### src/rtl/quad_gate_checker_pkg.sv
// Shared types, function codes and the reference gate function for the quad gate checker.
package quad_gate_checker_pkg;

    typedef enum logic [1:0] {
        S_IDLE   = 2'd0,
        S_SETTLE = 2'd1,
        S_CHECK  = 2'd2,
        S_FINISH = 2'd3
    } qgc_state_e;

    localparam logic [2:0] FN_AND  = 3'd0;
    localparam logic [2:0] FN_OR   = 3'd1;
    localparam logic [2:0] FN_NAND = 3'd2;
    localparam logic [2:0] FN_NOR  = 3'd3;
    localparam logic [2:0] FN_XOR  = 3'd5;
    localparam logic [2:0] FN_XNOR = 3'd6;

    localparam int unsigned NUM_GATES = 4;
    localparam int unsigned VEC_W     = 4;
    localparam int unsigned ERR_W     = 5;
    localparam int unsigned CNT_W     = 4;

    localparam logic [VEC_W-1:0] LAST_VEC = 4'd15;
    localparam logic [ERR_W-1:0] ERR_MAX  = 5'd16;

    // Expected gate output; codes 4 and 7 fall back to XOR.
    function automatic logic gate_expect(input logic [2:0] func, input logic a, input logic b);
        logic y;
        case (func)
            FN_AND:  y = a & b;
            FN_OR:   y = a | b;
            FN_NAND: y = ~(a & b);
            FN_NOR:  y = ~(a | b);
            FN_XNOR: y = ~(a ^ b);
            default: y = a ^ b;
        endcase
        return y;
    endfunction

endpackage

### src/rtl/quad_gate_checker_seq.sv
// Run sequencer: IDLE/SETTLE/CHECK/FINISH state machine with settle and vector counters.
module quad_gate_checker_seq
    import quad_gate_checker_pkg::*;
#(
    parameter int unsigned SETTLE_CYC = 2
) (
    input  logic             Clk,
    input  logic             Rst_n,
    input  logic             i_start,
    output logic [1:0]       o_state,
    output logic             o_accept_c,
    output logic             o_enter_settle_c,
    output logic             o_enter_finish_c,
    output logic [VEC_W-1:0] o_next_idx_c
);

    localparam logic [CNT_W-1:0] SETTLE_LAST = CNT_W'(SETTLE_CYC - 1);

    qgc_state_e       r_state;
    qgc_state_e       w_next_state;
    logic [VEC_W-1:0] r_vec_idx;
    logic [CNT_W-1:0] r_settle_cnt;
    logic             w_settle_done;

    assign w_settle_done = (r_settle_cnt == SETTLE_LAST);
    assign o_state       = r_state;

    always_ff @(posedge Clk or negedge Rst_n) begin
        if (!Rst_n) begin
            r_state <= S_IDLE;
        end else begin
            r_state <= w_next_state;
        end
    end

    always_comb begin
        w_next_state     = r_state;
        o_accept_c       = 1'b0;
        o_enter_settle_c = 1'b0;
        o_enter_finish_c = 1'b0;
        o_next_idx_c     = r_vec_idx;
        case (r_state)
            S_IDLE: begin
                if (i_start) begin
                    w_next_state     = S_SETTLE;
                    o_accept_c       = 1'b1;
                    o_enter_settle_c = 1'b1;
                    o_next_idx_c     = '0;
                end
            end
            S_SETTLE: begin
                if (w_settle_done) begin
                    w_next_state = S_CHECK;
                end
            end
            S_CHECK: begin
                if (r_vec_idx == LAST_VEC) begin
                    w_next_state     = S_FINISH;
                    o_enter_finish_c = 1'b1;
                end else begin
                    w_next_state     = S_SETTLE;
                    o_enter_settle_c = 1'b1;
                    o_next_idx_c     = r_vec_idx + VEC_W'(1);
                end
            end
            S_FINISH: w_next_state = S_IDLE;
            default:  w_next_state = S_IDLE;
        endcase
    end

    // Settle counter restarts at zero on every entry into SETTLE.
    always_ff @(posedge Clk or negedge Rst_n) begin
        if (!Rst_n) begin
            r_vec_idx    <= '0;
            r_settle_cnt <= '0;
        end else begin
            r_vec_idx <= o_next_idx_c;
            if ((r_state == S_SETTLE) && !w_settle_done) begin
                r_settle_cnt <= r_settle_cnt + CNT_W'(1);
            end else begin
                r_settle_cnt <= '0;
            end
        end
    end

endmodule

### config.mk
export PLATFORM = sky130hd
export DESIGN_NAME = quad_gate_checker_seq
export DESIGN_NICKNAME = d
export VERILOG_FILES = /design/src/rtl/quad_gate_checker_pkg.sv /design/src/rtl/quad_gate_checker_seq.sv
export SDC_FILE = /design/constraint.sdc
export NUM_CORES = 1
export LEC_CHECK = 0
export ABC_AREA = 1
export CORE_MARGIN = 1
export CORE_UTILIZATION = 35
export CTS_CLUSTER_SIZE = 10
export DETAILED_ROUTE_END_ITERATION = 8
export PLACE_DENSITY = 0.66
export RECOVER_POWER = 25
export SYNTH_ARGS = -nofsm -noshare
export SYNTH_HDL_FRONTEND = slang
export SYNTH_SLANG_ARGS = --single-unit
### constraint.sdc
create_clock -name Clk -period 2.3 [get_ports Clk]
set_input_delay 0.345 -clock Clk [delete_from_list [all_inputs] [get_ports Clk]]
set_output_delay 0.345 -clock Clk [all_outputs]
set_load 0.01 [all_outputs]
**Word-level counts from Yosys, hierarchy flattened**

Index checks and enable logic that the tools add are counted.

- Add/subtract/negate cells: 2
- Multipliers: 0
- Divide/modulo/power cells: 0
- Magnitude comparators: 0
- Equal/unequal tests: 7
- Shifts and indexed selects: 0
- Multiplexer cells: 14
- Bitwise gates (word level): 0
- Reduce and logical (&&, ||, !) cells: 4

Operator list:

| kind | number |
|---|---|
| $mux W4 | 3 |
| $add A4 B1 Y4 const B | 2 |
| $pmux W2 S4 | 1 |
| $pmux W4 S2 | 1 |
| $mux W2 | 3 |
| $mux W1 | 5 |
| $eq A2 B2 Y1 const B | 2 |
| $eq A4 B1 Y1 const B | 1 |
| $eq A4 B4 Y1 const B | 1 |
| $ne A2 B2 Y1 const B | 2 |
| $eq A2 B1 Y1 const B | 1 |
| $logic_not A2 Y1 | 1 |
| $pmux W1 S2 | 1 |
| $reduce_and A2 Y1 | 1 |
| $logic_and A1 B1 Y1 | 1 |
| $logic_not A1 Y1 | 1 |

- Bits in registers: 10
- Bits in latches: 0
- Bits in writable memories: 0
- ROM bits: 0
- Bits of input ports: 3
- Output and inout port bits: 9
- Logic and storage cells: 30
- Memories: 0

**Logic depth before layout (Yosys ltp)**

Gate-level depths: netlist of run 1.

- Depth after elaboration: 4
- Gate-level depth with buffers: 6
- Gate-level depth less buffers: 6

**Least setup slack after synthesis of run 1**

OpenSTA, ideal clock, no wires.

- Path kind: reg-to-output
- Start: register r_vec_idx[0]
- End: output port o_next_idx_c[0]
- Arrival: 1.003 ns
- Data required time: 1.955 ns
- Path slack: 0.952 ns
- Cell stages (with the launch flop): 7
- Buffers on the path: 0
- Cell sequence: dfrtp_1 > ha_1 > nand3_2 > nand2_2 > inv_2 > nand2_1 > nand2_1

- Longest elaborated chain between the ends: 3
- Elaborated cells on any way between the ends: 5
- Those cells by class: 1 x add/sub; 1 x eq/ne; 3 x mux

RTL lines:

| what | line | RTL |
|---|---|---|
| from (decl) | quad_gate_checker_seq.sv:21 | `logic [VEC_W-1:0] r_vec_idx;` |
| from (signal assigned) | quad_gate_checker_seq.sv:77 | `r_vec_idx <= o_next_idx_c;` |
| $add A4 B1 Y4 or $eq A4 B4 Y1 (tied branches) | quad_gate_checker_seq.sv:63, quad_gate_checker_seq.sv:57 |  |
| $mux W4 | quad_gate_checker_seq.sv:57 | `if (r_vec_idx == LAST_VEC) begin` |
| $pmux W4 S2 * | quad_gate_checker_seq.sv:42 | `case (r_state)` |
| to (decl) | quad_gate_checker_seq.sv:14 | `output logic [VEC_W-1:0] o_next_idx_c` |

Mark *: on every way between the ends. The rest lies on a longest branch, timed or not.

**Worst setup path after layout of run 1**

- Start: register r_vec_idx[0]
- End: output port o_next_idx_c[1]

- Longest elaborated chain between the ends: 3
- Elaborated cells on any way between the ends: 4
- Those cells by class: 1 x add/sub; 1 x eq/ne; 2 x mux

RTL lines:

| what | line |
|---|---|
| $add A4 B1 Y4 or $eq A4 B4 Y1 (tied branches) | quad_gate_checker_seq.sv:63, quad_gate_checker_seq.sv:57 |
| $mux W4 * | quad_gate_checker_seq.sv:57 |
| $pmux W4 S2 * | quad_gate_checker_seq.sv:42 |

Marked as above.

==> metrics, run 1 <==
outcome=completed; Post-synth EDFFs=0; Max Clock Skew=3.27 ps; initial core utilization=between 30% and 40%; synthesized area=528 µm²; Max clock buf depth=2; 1st-pass router iterations=2; Routed WL=952 µm; H-tree Lvls=1; IO buf count=11; Pwr Density=1050 nW/µm²; FF+latch count, synth=10; pins over their slew limit=0; LEAKAGE=approximately 0.00035 µW; DRC viols=0; WHS=462 ps; Die Ht=40.8 µm; Setup TNS=0 ps; fin crit share=95.3%; Rows=13; most common cell in the netlist=nand2_1; via count=about 450; cell taking the most area after synthesis=dfrtp_1; Starting DRT DRC Count=12; Die X=roughly 41 µm; die area=about 1700 µm²; number of global-route vias before repair=between 300 and 400; asr flop ratio synth=100%; Max Fanout on Critical Path=4; cts bufs inserted=3; Synth top cells by count=nand2_1, dfrtp_1, inv_1, nand3_1, nor2_1; register area share after synthesis=a little under half; Top FF cell, synth=dfrtp_1; Max rail drop VDD=between 0.0005 and 0.0006 V; final setup vio count=0; utilization after layout=between 50% and 60%; clk slew on worst S/H paths=~70 ps; Synth Warn #=0; post-layout min period=2190 ps; gpl congestion=between 0.7 and 0.8; critical path type=reg -> out; Hold WC Path Type=in -> async; maxcap violations=0; antenna fix cells=0; Final Hold Viols=0; Post-Place Setup Slack=roughly 150 ps; CTS tree=built; highest clock rate=~460 MHz; proportion of layout cells with a drive suffix above 1=~12%; root buf cell=clkbuf_4; largest net degree at the start of global routing=11; ANT nets after route=0; post-route cell area=713 µm²; vias per cell=~4.6; Avg Cell Area, Syn=~7.9 µm²; nets@finish=90; worst skew pair latency=260 ps; crit path DAT=around 1900 ps; initial antenna violation count=0; clock sink count=10; Worst-Margin Slew=between 400 and 500 ps; I/O Pins=12; placed instance area=657 µm²; first-pass GRT wire length=~1400 µm; P&R area growth vs syn=35.1%; Syn Nets=73; routed len/inst=9.71 µm; DP Wirelength=about 730 µm; main area contributors after synthesis=dfrtp_1, nand2_1, nand3_1; Cell variety after synth=14; GRT Total Usage=approximately 14%; final worst setup slack=roughly 110 ps; Synth Instances=between 60 and 70; WP data required=1960 ps; startpoint types=register; Yosys top cell area share=a little under half; Slew Limit Headroom=69.3%; total grt overflow=0; core area=between 1000 and 1500 µm²; kind of end point of the critical path=primary output
[worst max-delay path: stages, from the launching register on]
cell and delay [ps]:
dfrtp_1 440, ha_4 190, nand3_2 120, nand2_2 120, nand3_1 70, nand2_1 100, clkdlybuf4s50_1 540
[area by class of cell]
| type | instances | area, µm² |
|---|---|---|
| tap | 15 | 18.8 |
| clock buffer | 4 | 36.3 |
| fill | 148 | 637 |
| multi-input combinational | 47 | 253 |
| sequential | 10 | 250 |
| timing repair buffer | 12 | 118 |
| inverter | 10 | 37.5 |
[cells in the final DEF (no fill, tap or decap), drive strengths merged]
cell	synthesis	layout
inv	10	10
o21ai	1	1
xnor2	1	1
dlygate4sd3	0	1
clkbuf	0	4
ha	3	3
nor2	9	9
o22ai	1	1
nand3	9	9
nand2	22	22
dfrtp	10	10
buf	0	1
clkdlybuf4s50	0	10
nand4	1	1
[metrics by stage]
step | std cells | power, µW
after floorplan | 67 | 433
after global placement | 93 | 567
after detailed placement | 93 | 570
after CTS | 97 | 731
after global routing | 98 | 813
final | 98 | 748
[final timing paths]
check                                          start                        end  slack, ps  cells after the start
setup / recovery              r_vec_idx[0]$_DFF_PN0_            o_next_idx_c[1]        110                      6
hold / removal                                 Rst_n  r_settle_cnt[1]$_DFF_PN0_        460                      1
setup reg to reg              r_vec_idx[0]$_DFF_PN0_     r_vec_idx[1]$_DFF_PN0_       1140                      6
hold reg to reg            r_settle_cnt[0]$_DFF_PN0_  r_settle_cnt[0]$_DFF_PN0_        520                      1
max in group asynchronous                      Rst_n     o_state[0]$_DFFE_PN0P_       1520                      1
min in group Clk           r_settle_cnt[0]$_DFF_PN0_  r_settle_cnt[0]$_DFF_PN0_        520                      1
[state kept, by name, indices dropped and copies added, names as in the netlist]
| register | flops |
|---|---|
| r_vec_idx | 4 |
| o_state | 2 |
| r_settle_cnt | 4 |
[power breakdown]
| part | internal [µW] | switching [µW] |
|---|---|---|
| Clock | 96.1 | 63.3 |
| Combinational | 153 | 152 |
| Sequential | 221 | 62.3 |
| Total | 470 | 278 |
[cell families (layout without fill, tap and decap cells)]
kind of cell / count (synthesis) / count (layout) / share of synthesized area, %
AO/OA/AOI/OAI: 2 / 2 / 2.13
XOR/XNOR: 1 / 1 / 1.66
adder cells (fa/ha/maj): 3 / 3 / 7.11
buffers and inverters: 10 / 26 / 7.11
flip-flops: 10 / 10 / 47.4
AND/OR/NAND/NOR: 41 / 41 / 34.6
[per-layer routing]
layer,part of all wire [%],wire [µm],track usage [%],up-vias
met1,54,514,19.5,202
li1,-,-,-,239
met5,0,0,0,-
met2,42,403,18.8,7
met3,3.6,34,4.89,0
met4,0,0,5.00,0
[repair_timing]
action / CTS / global route
setup buffers: 0 / 1
hold buffers: 0 / 0
setup endpoints to repair: 0 / 2
resized for setup: 0 / 2
(Power assumes the default switching activity.)
==> run 2: changes to the inputs <==
--- a/config.mk
+++ b/config.mk
@@ -10,7 +10,7 @@
 export CORE_UTILIZATION = 35
 export CTS_CLUSTER_SIZE = 10
 export DETAILED_ROUTE_END_ITERATION = 8
-export PLACE_DENSITY = 0.66
+export PLACE_DENSITY = 0.68
 export RECOVER_POWER = 25
 export SYNTH_ARGS = -nofsm -noshare
 export SYNTH_HDL_FRONTEND = slang
==> constraint.sdc (replaced) <==
create_clock -name Clk -period 1.77 [get_ports Clk]
set_input_delay 0.2655 -clock Clk [delete_from_list [all_inputs] [get_ports Clk]]
set_output_delay 0.2655 -clock Clk [all_outputs]
set_load 0.01 [all_outputs]
==> run 2 against run 1 <==
Design area increased by 9.6%. Critical path depth is 2 higher. Combinational power is 66% higher. Critical endpoint is now o_next_idx_c[0]. Largest cell class unchanged. Cell count is 8.2% higher. Sequential share of layout area down 2.9 points. Critical path type unchanged.
==> metrics, run 2 (synthesis results as in run 1) <==
outcome=completed; Worst setup startpoint=r_vec_idx[1]$_DFF_PN0_; number of global-route vias before repair=426 (+20%); commonest cells after routing, fill and taps aside=nand2_1, dfrtp_1, inv_1, nor2_1, buf_4; CTS tree=built; via count=497 (+11%); FF-to-FF setup slack=490 ps (-650 ps); worst setup path end=o_next_idx_c[0]; clk slew on worst S/H paths=60 ps (about the same); reg2reg start=r_vec_idx[1]$_DFF_PN0_; DRC viols=0 (unchanged); post-layout min period=1730 ps; pins over their slew limit=0 (unchanged); Buf/Inv on CP=3 (+2); H-tree Lvls=1 (unchanged); LEAKAGE=0.000404 µW (+16%); Post-Place Setup Slack=-156 ps (-304 ps); GRT Total Usage=17.6% (+3.9 points); Pwr Density=1360 nW/µm² (+30%); Final Hold Viols=0 (unchanged); I/O Pins=12 (unchanged); Die X=40.8 µm (unchanged); vias per cell=4.69 (+2.6%); critical path's top delay family=flip-flops; die area=1670 µm² (unchanged); fillers=114 (-23%); CP max-delay cell=dfrtp_1; Rows=13 (unchanged); kind of end point of the critical path=primary output; Die Ht=40.8 µm (unchanged); RSZ-0062 raised after global routing=yes; dpl cells=98 (+5.4%); nets@finish=98 (+8.9%); IO buf count=11 (unchanged); maxcap violations=0 (unchanged); first-pass GRT wire length=1810 µm (+26%); initial antenna violation count=0 (unchanged); clock sink count=10 (unchanged); P&R area growth vs syn=48.1%; final instance count without filler cells=106 (+8.2%); root buf cell=clkbuf_4; WP data required=1500 ps (-460 ps); Worst Reg-to-Reg Cells=8 (+2); CP dominant cell by count=nand2_1; fin crit share=a little over nine tenths; Max Clock Skew=2.41 ps (-0.868 ps); commonest non-fill, non-tap cell in the layout=nand2_1; final worst setup slack=43.5 ps (-64.5 ps); Starting DRT DRC Count=3 (-9); critical path's largest stage delay=430 ps (-110 ps); worst skew pair latency=260 ps (about the same); core area=1350 µm² (unchanged); Max rail drop VDD=0.000733 V (+40%); critical path depth=8 (+2); Hold WC Path Type=in -> async; critical path type=reg -> out; Max clock buf depth=2 (unchanged); proportion of layout cells with a drive suffix above 1=28.6% (+17 points); gpl congestion=0.751 (+7.2%); Max Fanout on Critical Path=4 (unchanged); Power, Total=1070 µW (+42%); total grt overflow=0 (unchanged); utilization after layout=57.9% (+5.1 points); largest net degree at the start of global routing=11 (unchanged); cts bufs inserted=3 (unchanged); ANT nets after route=0 (unchanged); crit path DAT=1460 ps (-390 ps); 1st-pass router iterations=4 (+2); DP Wirelength=802 µm (+9.9%); highest clock rate=slightly below 600 MHz; Worst-Margin Slew=448 ps (-9.87 ps); antenna fix cells=0 (unchanged); Routed WL=1220 µm (+28%); Slew Limit Headroom=70.0% (+0.66 points); routed len/inst=11.5 µm (+18%); Reg2Reg Capture Point=r_vec_idx[0]$_DFF_PN0_; final setup vio count=0 (unchanged); initial core utilization=39.1% (unchanged); crit path cell chain=ha_4, nand3_4, nand2_4, buf_6, inv_2, nand2_1, nand2_1, buf_2; startpoint types=register
## run 2: changes by cell type in the layout (fill, tap and decap cells not counted), moves of 2 or more
cell / before / now
buf_4: 1 / 8
buf_6: 0 / 2
clkbuf_2: 0 / 2
clkdlybuf4s50_1: 10 / 3
dlygate4sd2_1: 0 / 2
## run 2: worst min path at each step
| stage | startpoint | end | slack, ps | cells after the start |
|---|---|---|---|---|
| final | Rst_n | r_vec_idx[3]$_DFF_PN0_ | 390 | 1 |
| after global routing | Rst_n | r_settle_cnt[1]$_DFF_PN0_ | 430 | 1 |
| after CTS | Rst_n | r_settle_cnt[3]$_DFF_PN0_ | 330 | 1 |
| after detailed placement | r_settle_cnt[0]$_DFF_PN0_ | r_settle_cnt[0]$_DFF_PN0_ | 520 | 1 |
| after global placement | r_settle_cnt[0]$_DFF_PN0_ | r_settle_cnt[0]$_DFF_PN0_ | 510 | 1 |
| after floorplan | Rst_n | o_state[0]$_DFFE_PN0P_ | -30 | 0 |
## run 2: worst reg2reg max path, delay by kind of cell (launching register included)
| family | cells | cell delay, ps |
|---|---|---|
| flip-flops | 1 | 420 |
| AND/OR/NAND/NOR | 4 | 300 |
| buffers and inverters | 3 | 250 |
| adder cells (fa/ha/maj) | 1 | 200 |
## run 2: repair_timing
item                                    in CTS  in global routing
endpoints found under the setup margin       7                  5
setup buffers                                3                  1
resized for setup                           18                 10
pin swaps                                    1                  3
hold buffers                                 0                  0
## run 2: report_power, final
group	switching, µW	leakage, µW	internal (µW)
sequential	73.2	0.000133	290
combinational	251	0.000250	254
clock	73.1	0.0000210	125
total	397	0.000404	668
## run 2: layout make-up
class                   count  area (µm²)  area share [%]
flip-flops and latches     10         251            32.2
clock buffers               4        36.3            4.64
repair buffers             20         165            21.1
multi-input cells          47         273            34.9
well taps                  15        18.8            2.40
inverters                  10        37.5            4.80
## run 2: routing by layer
metal / routed length [µm] / up-vias / GRT usage (%)
li1: - / 256 / -
met1: 590 / 227 / 23.4
met2: 572 / 12 / 26.6
met3: 42 / 2 / 1.63
met4: 12 / 0 / 12.5
met5: 0 / - / 0
## run 2: stage by stage
stage	instance area [µm²]	TNS (ps)	hold slack, ps
3_5_place_dp	694	-519	516
2_1_floorplan	528	0	-30.1
6_report	782	0	389
3_3_place_gp	694	-413	511
5_1_grt	782	-5.95	428
4_1_cts	756	0	325
